[src/rtl/mips_mc_controller.sv]
// Multicycle MIPS control unit: Moore FSM driving datapath selects and write enables,
// with an optional memory-ready handshake and an illegal-instruction trap.
module mips_mc_controller #(
  parameter bit MEM_HANDSHAKE   = 1'b1,
  parameter bit TRAP_ON_ILLEGAL = 1'b1
) (
  input  logic       CLK,
  input  logic       Reset,
  input  logic [5:0] Op,
  input  logic [5:0] Funct,
  input  logic       Zero,
  input  logic       MemReady,
  output logic       IorD,
  output logic       MemWrite,
  output logic       IRWrite,
  output logic       PCEn,
  output logic [1:0] PCSrc,
  output logic       ALUSrcA,
  output logic [1:0] ALUSrcB,
  output logic [2:0] ALUControl,
  output logic       ImmZext,
  output logic       RegDst,
  output logic       MemtoReg,
  output logic       RegWrite,
  output logic       Illegal,
  output logic [3:0] State
);

  typedef enum logic [3:0] {
    StFetch   = 4'b0000,
    StDecode  = 4'b0001,
    StMemAdr  = 4'b0010,
    StMemRd   = 4'b0011,
    StMemWb   = 4'b0100,
    StMemWr   = 4'b0101,
    StRtypeEx = 4'b0110,
    StRtypeWb = 4'b0111,
    StBex     = 4'b1000,
    StItypeEx = 4'b1001,
    StItypeWb = 4'b1010,
    StJex     = 4'b1011,
    StTrap    = 4'b1100
  } state_e;

  localparam logic [5:0] OpRtype = 6'b000000;
  localparam logic [5:0] OpLw    = 6'b100011;
  localparam logic [5:0] OpSw    = 6'b101011;
  localparam logic [5:0] OpBeq   = 6'b000100;
  localparam logic [5:0] OpBne   = 6'b000101;
  localparam logic [5:0] OpAddi  = 6'b001000;
  localparam logic [5:0] OpAndi  = 6'b001100;
  localparam logic [5:0] OpOri   = 6'b001101;
  localparam logic [5:0] OpSlti  = 6'b001010;
  localparam logic [5:0] OpJ     = 6'b000010;

  localparam logic [5:0] FnAdd = 6'b100000;
  localparam logic [5:0] FnSub = 6'b100010;
  localparam logic [5:0] FnAnd = 6'b100100;
  localparam logic [5:0] FnOr  = 6'b100101;
  localparam logic [5:0] FnSlt = 6'b101010;

  localparam logic [2:0] AluAdd = 3'b010;
  localparam logic [2:0] AluSub = 3'b110;
  localparam logic [2:0] AluAnd = 3'b000;
  localparam logic [2:0] AluOr  = 3'b001;
  localparam logic [2:0] AluSlt = 3'b111;

  state_e state_q, state_d;

  logic       mem_rdy;
  logic       funct_legal;
  logic [2:0] funct_alu;
  logic [2:0] itype_alu;

  // Without the handshake, memory is treated as always ready.
  assign mem_rdy = MEM_HANDSHAKE ? MemReady : 1'b1;

  always_comb begin
    funct_legal = 1'b1;
    funct_alu   = AluAdd;
    case (Funct)
      FnAdd:   funct_alu = AluAdd;
      FnSub:   funct_alu = AluSub;
      FnAnd:   funct_alu = AluAnd;
      FnOr:    funct_alu = AluOr;
      FnSlt:   funct_alu = AluSlt;
      default: funct_legal = 1'b0;
    endcase
  end

  always_comb begin
    itype_alu = AluAdd;
    case (Op)
      OpAndi:  itype_alu = AluAnd;
      OpOri:   itype_alu = AluOr;
      OpSlti:  itype_alu = AluSlt;
      default: itype_alu = AluAdd;
    endcase
  end

  always_ff @(posedge CLK) begin
    if (Reset) begin
      state_q <= StFetch;
    end else begin
      state_q <= state_d;
    end
  end

  always_comb begin
    state_d    = StFetch;
    IorD       = 1'b0;
    MemWrite   = 1'b0;
    IRWrite    = 1'b0;
    PCEn       = 1'b0;
    PCSrc      = 2'b00;
    ALUSrcA    = 1'b0;
    ALUSrcB    = 2'b00;
    ALUControl = AluAdd;
    ImmZext    = 1'b0;
    RegDst     = 1'b0;
    MemtoReg   = 1'b0;
    RegWrite   = 1'b0;
    Illegal    = 1'b0;

    case (state_q)
      StFetch: begin
        ALUSrcB = 2'b01;
        IRWrite = mem_rdy;
        PCEn    = mem_rdy;
        state_d = mem_rdy ? StDecode : StFetch;
      end
      StDecode: begin
        ALUSrcB = 2'b11;
        case (Op)
          OpLw, OpSw:                    state_d = StMemAdr;
          OpBeq, OpBne:                  state_d = StBex;
          OpAddi, OpAndi, OpOri, OpSlti: state_d = StItypeEx;
          OpJ:                           state_d = StJex;
          OpRtype: begin
            if (funct_legal) begin
              state_d = StRtypeEx;
            end else begin
              state_d = TRAP_ON_ILLEGAL ? StTrap : StFetch;
            end
          end
          default: state_d = TRAP_ON_ILLEGAL ? StTrap : StFetch;
        endcase
      end
      StMemAdr: begin
        ALUSrcA = 1'b1;
        ALUSrcB = 2'b10;
        state_d = (Op == OpSw) ? StMemWr : StMemRd;
      end
      StMemRd: begin
        IorD    = 1'b1;
        state_d = mem_rdy ? StMemWb : StMemRd;
      end
      StMemWb: begin
        MemtoReg = 1'b1;
        RegWrite = 1'b1;
      end
      StMemWr: begin
        // Strobe stays up until the memory accepts the write.
        IorD     = 1'b1;
        MemWrite = 1'b1;
        state_d  = mem_rdy ? StFetch : StMemWr;
      end
      StRtypeEx: begin
        ALUSrcA    = 1'b1;
        ALUControl = funct_alu;
        state_d    = StRtypeWb;
      end
      StRtypeWb: begin
        RegDst   = 1'b1;
        RegWrite = 1'b1;
      end
      StBex: begin
        ALUSrcA    = 1'b1;
        ALUControl = AluSub;
        PCSrc      = 2'b01;
        PCEn       = ((Op == OpBeq) & Zero) | ((Op == OpBne) & ~Zero);
      end
      StItypeEx: begin
        ALUSrcA    = 1'b1;
        ALUSrcB    = 2'b10;
        ALUControl = itype_alu;
        ImmZext    = (Op == OpAndi) | (Op == OpOri);
        state_d    = StItypeWb;
      end
      StItypeWb: begin
        RegWrite = 1'b1;
      end
      StJex: begin
        PCSrc = 2'b10;
        PCEn  = 1'b1;
      end
      StTrap: begin
        Illegal = 1'b1;
        state_d = StTrap;
      end
      default: state_d = StFetch;
    endcase

    // Reset masks every enable and select so an aborted instruction writes nothing.
    if (Reset) begin
      IorD       = 1'b0;
      MemWrite   = 1'b0;
      IRWrite    = 1'b0;
      PCEn       = 1'b0;
      PCSrc      = 2'b00;
      ALUSrcA    = 1'b0;
      ALUSrcB    = 2'b00;
      ALUControl = AluAdd;
      ImmZext    = 1'b0;
      RegDst     = 1'b0;
      MemtoReg   = 1'b0;
      RegWrite   = 1'b0;
      Illegal    = 1'b0;
    end
  end

  assign State = state_q;

endmodule

[config.mk]
export PLATFORM = sky130hd
export DESIGN_NAME = mips_mc_controller
export DESIGN_NICKNAME = d
export VERILOG_FILES = /design/src/rtl/mips_mc_controller.sv
export SDC_FILE = /design/constraint.sdc
export NUM_CORES = 1
export LEC_CHECK = 0
export CAP_MARGIN = 20
export CELL_PAD_IN_SITES_DETAIL_PLACEMENT = 1
export CELL_PAD_IN_SITES_GLOBAL_PLACEMENT = 2
export CORE_ASPECT_RATIO = 0.6
export CORE_UTILIZATION = 22
export DETAILED_ROUTE_END_ITERATION = 6
export MAX_ROUTING_LAYER = met4
export PLACE_DENSITY_LB_ADDON = 0.1
export SETUP_SLACK_MARGIN = 0.02
export SYNTH_ARGS = -nofsm -noshare
export SYNTH_HDL_FRONTEND = slang
export SYNTH_SLANG_ARGS = --single-unit
[constraint.sdc]
create_clock -name CLK -period 5.4 [get_ports CLK]
set_input_delay 1.08 -clock CLK [delete_from_list [all_inputs] [get_ports CLK]]
set_output_delay 1.08 -clock CLK [all_outputs]
set_load 0.005 [all_outputs]
# Word-level counts from Yosys, hierarchy flattened
# Cells that the tools add are included.
# word_totals
inputBits	16
wordCells	78
memories	0
ramBits	0
latchBits	0
mem_bits_ro	0
register_bits	4
out_inout_bits	21
# op_classes
add_sub_neg	0
multipliers	0
magnitude_cmp	0
n_div	0
shifts	0
reduce_logical	10
n_mux	36
eq_ne	26
n_bitwise	5
# op_table
op	count
== test 6 bit (second input constant)	7
case mux 4 bit (8 select lines)	1
== test 6 x 4 -> 1 bit (second input constant)	4
2-to-1 mux 1 bit	21
== test 4 bit (second input constant)	5
case mux 4 bit (5 select lines)	1
case mux 3 bit (3 select lines)	2
== test 4 x 3 -> 1 bit (second input constant)	4
== test 6 x 3 -> 1 bit (second input constant)	2
2-to-1 mux 3 bit	4
case mux 3 bit (4 select lines)	1
== test 4 x 2 -> 1 bit (second input constant)	2
OR reduction 2 bit	4
OR reduction 4 bit	2
== test 6 x 2 -> 1 bit (second input constant)	1
zero test 6 bit	1
case mux 2 bit (3 select lines)	1
OR reduction 5 bit	1
== test 4 x 1 -> 1 bit (second input constant)	1
zero test 4 bit	1
2-to-1 mux 2 bit	2
2-to-1 mux 4 bit	1
case mux 2 bit (2 select lines)	1
case mux 1 bit (3 select lines)	1
other kinds (4)	6

# Depth between registers and ports, before layout
# logic_depth
depth_word	6
ltp_mapped	6
ltp_nobuf	4

# Worst setup path after synthesis
# No wires, ideal clock.
# synth_path
path_kind	input-to-output
startpoint	input port Op[0]
endpoint	output port ALUControl[1]
path_buffers	1
slack_ps	2336
t_arrival_ps	1984
required_time_ps	4320
stages	5
cell_sequence	clkbuf_1 nor2_1 and4_1 o21ai_0 nand4b_1
# synth_between
elab_chain_len	4
elab_cells_between_ends	6
cone_classes	3 x eq/ne; 3 x mux
# synth_rtl
item	line_no	text
start, declared	9	input logic [5:0] Op,
== test 6 x 4 -> 1 bit	93	case (Op)
case mux 3 bit (3 select lines) *	93	
case mux 3 bit (3 select lines) *	125	case (state_q)
2-to-1 mux 3 bit *	205	if (Reset) begin
end, declared	20	output logic [2:0] ALUControl,
# Mark *: on every way between the ends. The rest lies on a longest branch, timed or not.

# Worst setup path after layout
# layout_path
startpoint	input port Op[1]
endpoint	output port PCEn
# layout_between
elab_chain_len	5
elab_cells_between_ends	7
cone_classes	2 x eq/ne; 2 x mux; 3 x bitwise
# layout_rtl
item	line_no	text
== test 6 x 3 -> 1 bit	181	PCEn = ((Op == OpBeq) & Zero) | ((Op == OpBne) & ~Zero);
AND 1 bit	181	
OR 1 bit *	181	
case mux 1 bit (3 select lines) *	125	
2-to-1 mux 1 bit *	205	
end, declared	16	output logic PCEn,
# Marked as above.

==> results.sh <==
export IMPL_seq_area_frac_synth_pct=9.54
export IMPL_synth_nets=146
export IMPL_synthCells=130
export IMPL_synth_warning_count=0
export IMPL_synth_area_leader_cell="dfxtp_1"
export IMPL_rsz0062_at_grt="false"
export IMPL_remaining_drc_errors=0
export IMPL_cp_top_family="buffers and inverters"
export IMPL_required_ns=4.32
export IMPL_clock_latency_ns=0.22
export IMPL_die_area_um2=4080
export IMPL_gp_congestion=0.808
export IMPL_path_cells="clkdlybuf4s50_1 -> nor4_1 -> nand4_1 -> a21oi_1 -> or2_2 -> clkdlybuf4s50_1"
export IMPL_slowest_delay_ns=0.60
export IMPL_antenna_found_initial=0
export IMPL_layout_setup_ws_ns=1.19
export IMPL_layout_nets=174
export IMPL_end_kind="output port"
export IMPL_postSynthAreaPerCell_um2=6.46
export IMPL_cts_inserted_buffers=3
export IMPL_crit_path_frequent_cell="clkdlybuf4s50_1"
export IMPL_mostFrequentLayoutCells="clkdlybuf4s50_1 (36), nor2_1 (15), nand2b_1 (9), nor3_1 (9), o21ai_0 (8)"
export IMPL_viasPerCell=5.24
export IMPL_peakVddDrop_mv=0.0854
export IMPL_drt_iter0_drc=25
export IMPL_via_count=1054
export IMPL_cap_viol_max_count=0
export IMPL_cts_hold_buf=0
export IMPL_ff2ff_setup_slack_ns=3.17
export IMPL_max_clock_freq_mhz=238
export IMPL_die_h_um=49.9
export IMPL_synthFlopType="dfxtp_1"
export IMPL_min_path_type="reg2reg"
export IMPL_grt_max_degree=22
export IMPL_synth_compound_area_share_pct=27.6
export IMPL_ys_top_cells_by_area="dfxtp_1 (9.5%), nand2b_1 (6.7%), nor2_1 (6.7%)"
export IMPL_core_area_um2=3440
export IMPL_slowest_stage="clkdlybuf4s50_1"
export IMPL_synthMuxAreaShare_pct=2.53
export IMPL_timing_slew_headroom_pct=50.2
export IMPL_clockBufferDepth=2
export IMPL_wl_per_cell_um=15.2
export IMPL_arrival_ns=3.13
export IMPL_dp_slack_ns=1.21
export IMPL_synth_edf_count=0
export IMPL_powerDensity_nw_per_um2=143
export IMPL_tightest_slew_ns=0.745
export IMPL_finalCritPeriodShare_pct=77.9
export IMPL_drive_gt1_share_pct=5.77
export IMPL_synth_cell_types=46
export IMPL_rows=16
export IMPL_drt_total_wl_mm=3.05
export IMPL_synth_seq_cells=4
export IMPL_tritoncts="yes"
export IMPL_crit_type="in2out"
export IMPL_worstPathMaxFanout=12
export IMPL_post_cts_setup_buffer_count=0
export IMPL_grt_pass1_wl_mm=5.07
export IMPL_clkTransAtPathRegs_ns=0.03
export IMPL_skew_ns=0.00373
export IMPL_area_growth_pct=47.2
export IMPL_start_kind="primary input"
export IMPL_slew_violations=0
export IMPL_final_hold_viol_count=0
export IMPL_synth_xor_xnor_area_share_pct=3.13
export IMPL_antenna_cells=0
export IMPL_initial_core_util_pct=24.4
export IMPL_grt_usage_pct=16.4
export IMPL_largest_reg_flops=4
export IMPL_grt_overflow=0
export IMPL_clock_sinks=4
export IMPL_dpl_hpwl_mm=2.35
export IMPL_synth_simple_area_share_pct=48.6
export IMPL_setup_tns_ns=0
export IMPL_first_global_vias=1027
export IMPL_synth_top_family_by_area="simple AND/OR/NAND/NOR gates"
export IMPL_cts_max_level=1
export IMPL_period_minus_slack_ns=4.21
export IMPL_first_pass_iters=4
export IMPL_final_common_cell="clkdlybuf4s50_1"
export IMPL_post_cts_resized=0
export IMPL_synth_area_um2=840
export IMPL_cts_root_buf="clkbuf_8"
export IMPL_status="complete, no violations"
export IMPL_setup_viol=0
export IMPL_synth_top_area_share_pct=9.54
export IMPL_drtAntennaViolNets=0
export IMPL_path_buf_inv=2
export IMPL_port_buffers=36
export IMPL_die_w_um=81.8
export IMPL_synthAdderAreaFrac_pct=0
export IMPL_synth_async_reset_ratio_pct=0
export IMPL_ios=37
export IMPL_p_leak_uw=0.000372
final timing paths:
| path | endpoint | cells after the start | from |
|---|---|---|---|
| hold / removal | State[2] | 2 | State[2] |
| setup / recovery | PCEn | 6 | Op[1] |
| setup reg to reg | State[1] | 4 | State[0] |
| hold reg to reg | State[2] | 2 | State[2] |
cell families after synthesis:
group                     count (synthesis)
AOI/OAI and AO/OA                        34
DFF                                       4
buffers and inverters                    16
muxes                                     2
and+or+nand+nor                          71
xor gates and xnor gates                  3
routing by layer:
layer / share of wire (%) / vias up / GRT usage [%]
met5: 0 / - / -
met4: 0 / 0 / 2.05
met3: 5.4 / 0 / 2.96
met2: 40 / 27 / 23.6
met1: 54 / 488 / 24.0
li1: - / 539 / -
final cells by class:
| type | instances | area, um2 |
|---|---|---|
| Timing Repair Buffer | 36 | 360 |
| Tap cell | 45 | 56.3 |
| Fill cell | 438 | 2210 |
| Clock buffer | 3 | 41.3 |
| Multi-Input combinational cell | 110 | 687 |
| Sequential cell | 4 | 80.1 |
| Inverter | 3 | 11.3 |
tightest hold or removal path: stages (launching register included):
cell and delay (ns):
dfxtp_1 0.48, o21ai_0 0.17, a31oi_1 0.09
synthesized netlist by cell type, drive strengths merged (4+ instances only):
master and number:
nor2b 4, nor3 9, buf 4, nand2 6
nor4 5, nor2 15, nand2b 9, clkbuf 9
dfxtp 4, o21ai 8, a21oi 6
where the power goes:
group          switching, uW  internal [uW]  leakage, uW
clock                   15.7           47.6    0.0000216
sequential              9.81           31.8    0.0000326
combinational           32.9           39.0     0.000318
total                   58.5            118     0.000372
through the flow:
| stage | utilization (%) | power (uW) | instances | hold WS, ns | instance area (um2) |
|---|---|---|---|---|---|
| after floorplan | - | 80.8 | 130 | 0.670 | 840 |
| after global placement | 34.7 | 113 | 198 | 0.778 | 1190 |
| after detailed placement | 34.7 | 114 | 198 | 0.791 | 1190 |
| after CTS | 35.9 | 178 | 201 | 0.798 | 1240 |
| after global routing | 35.9 | 191 | 201 | 0.882 | 1240 |
| final | 35.9 | 177 | 201 | 0.805 | 1240 |
Note: power is estimated with default switching activity, not from simulation.
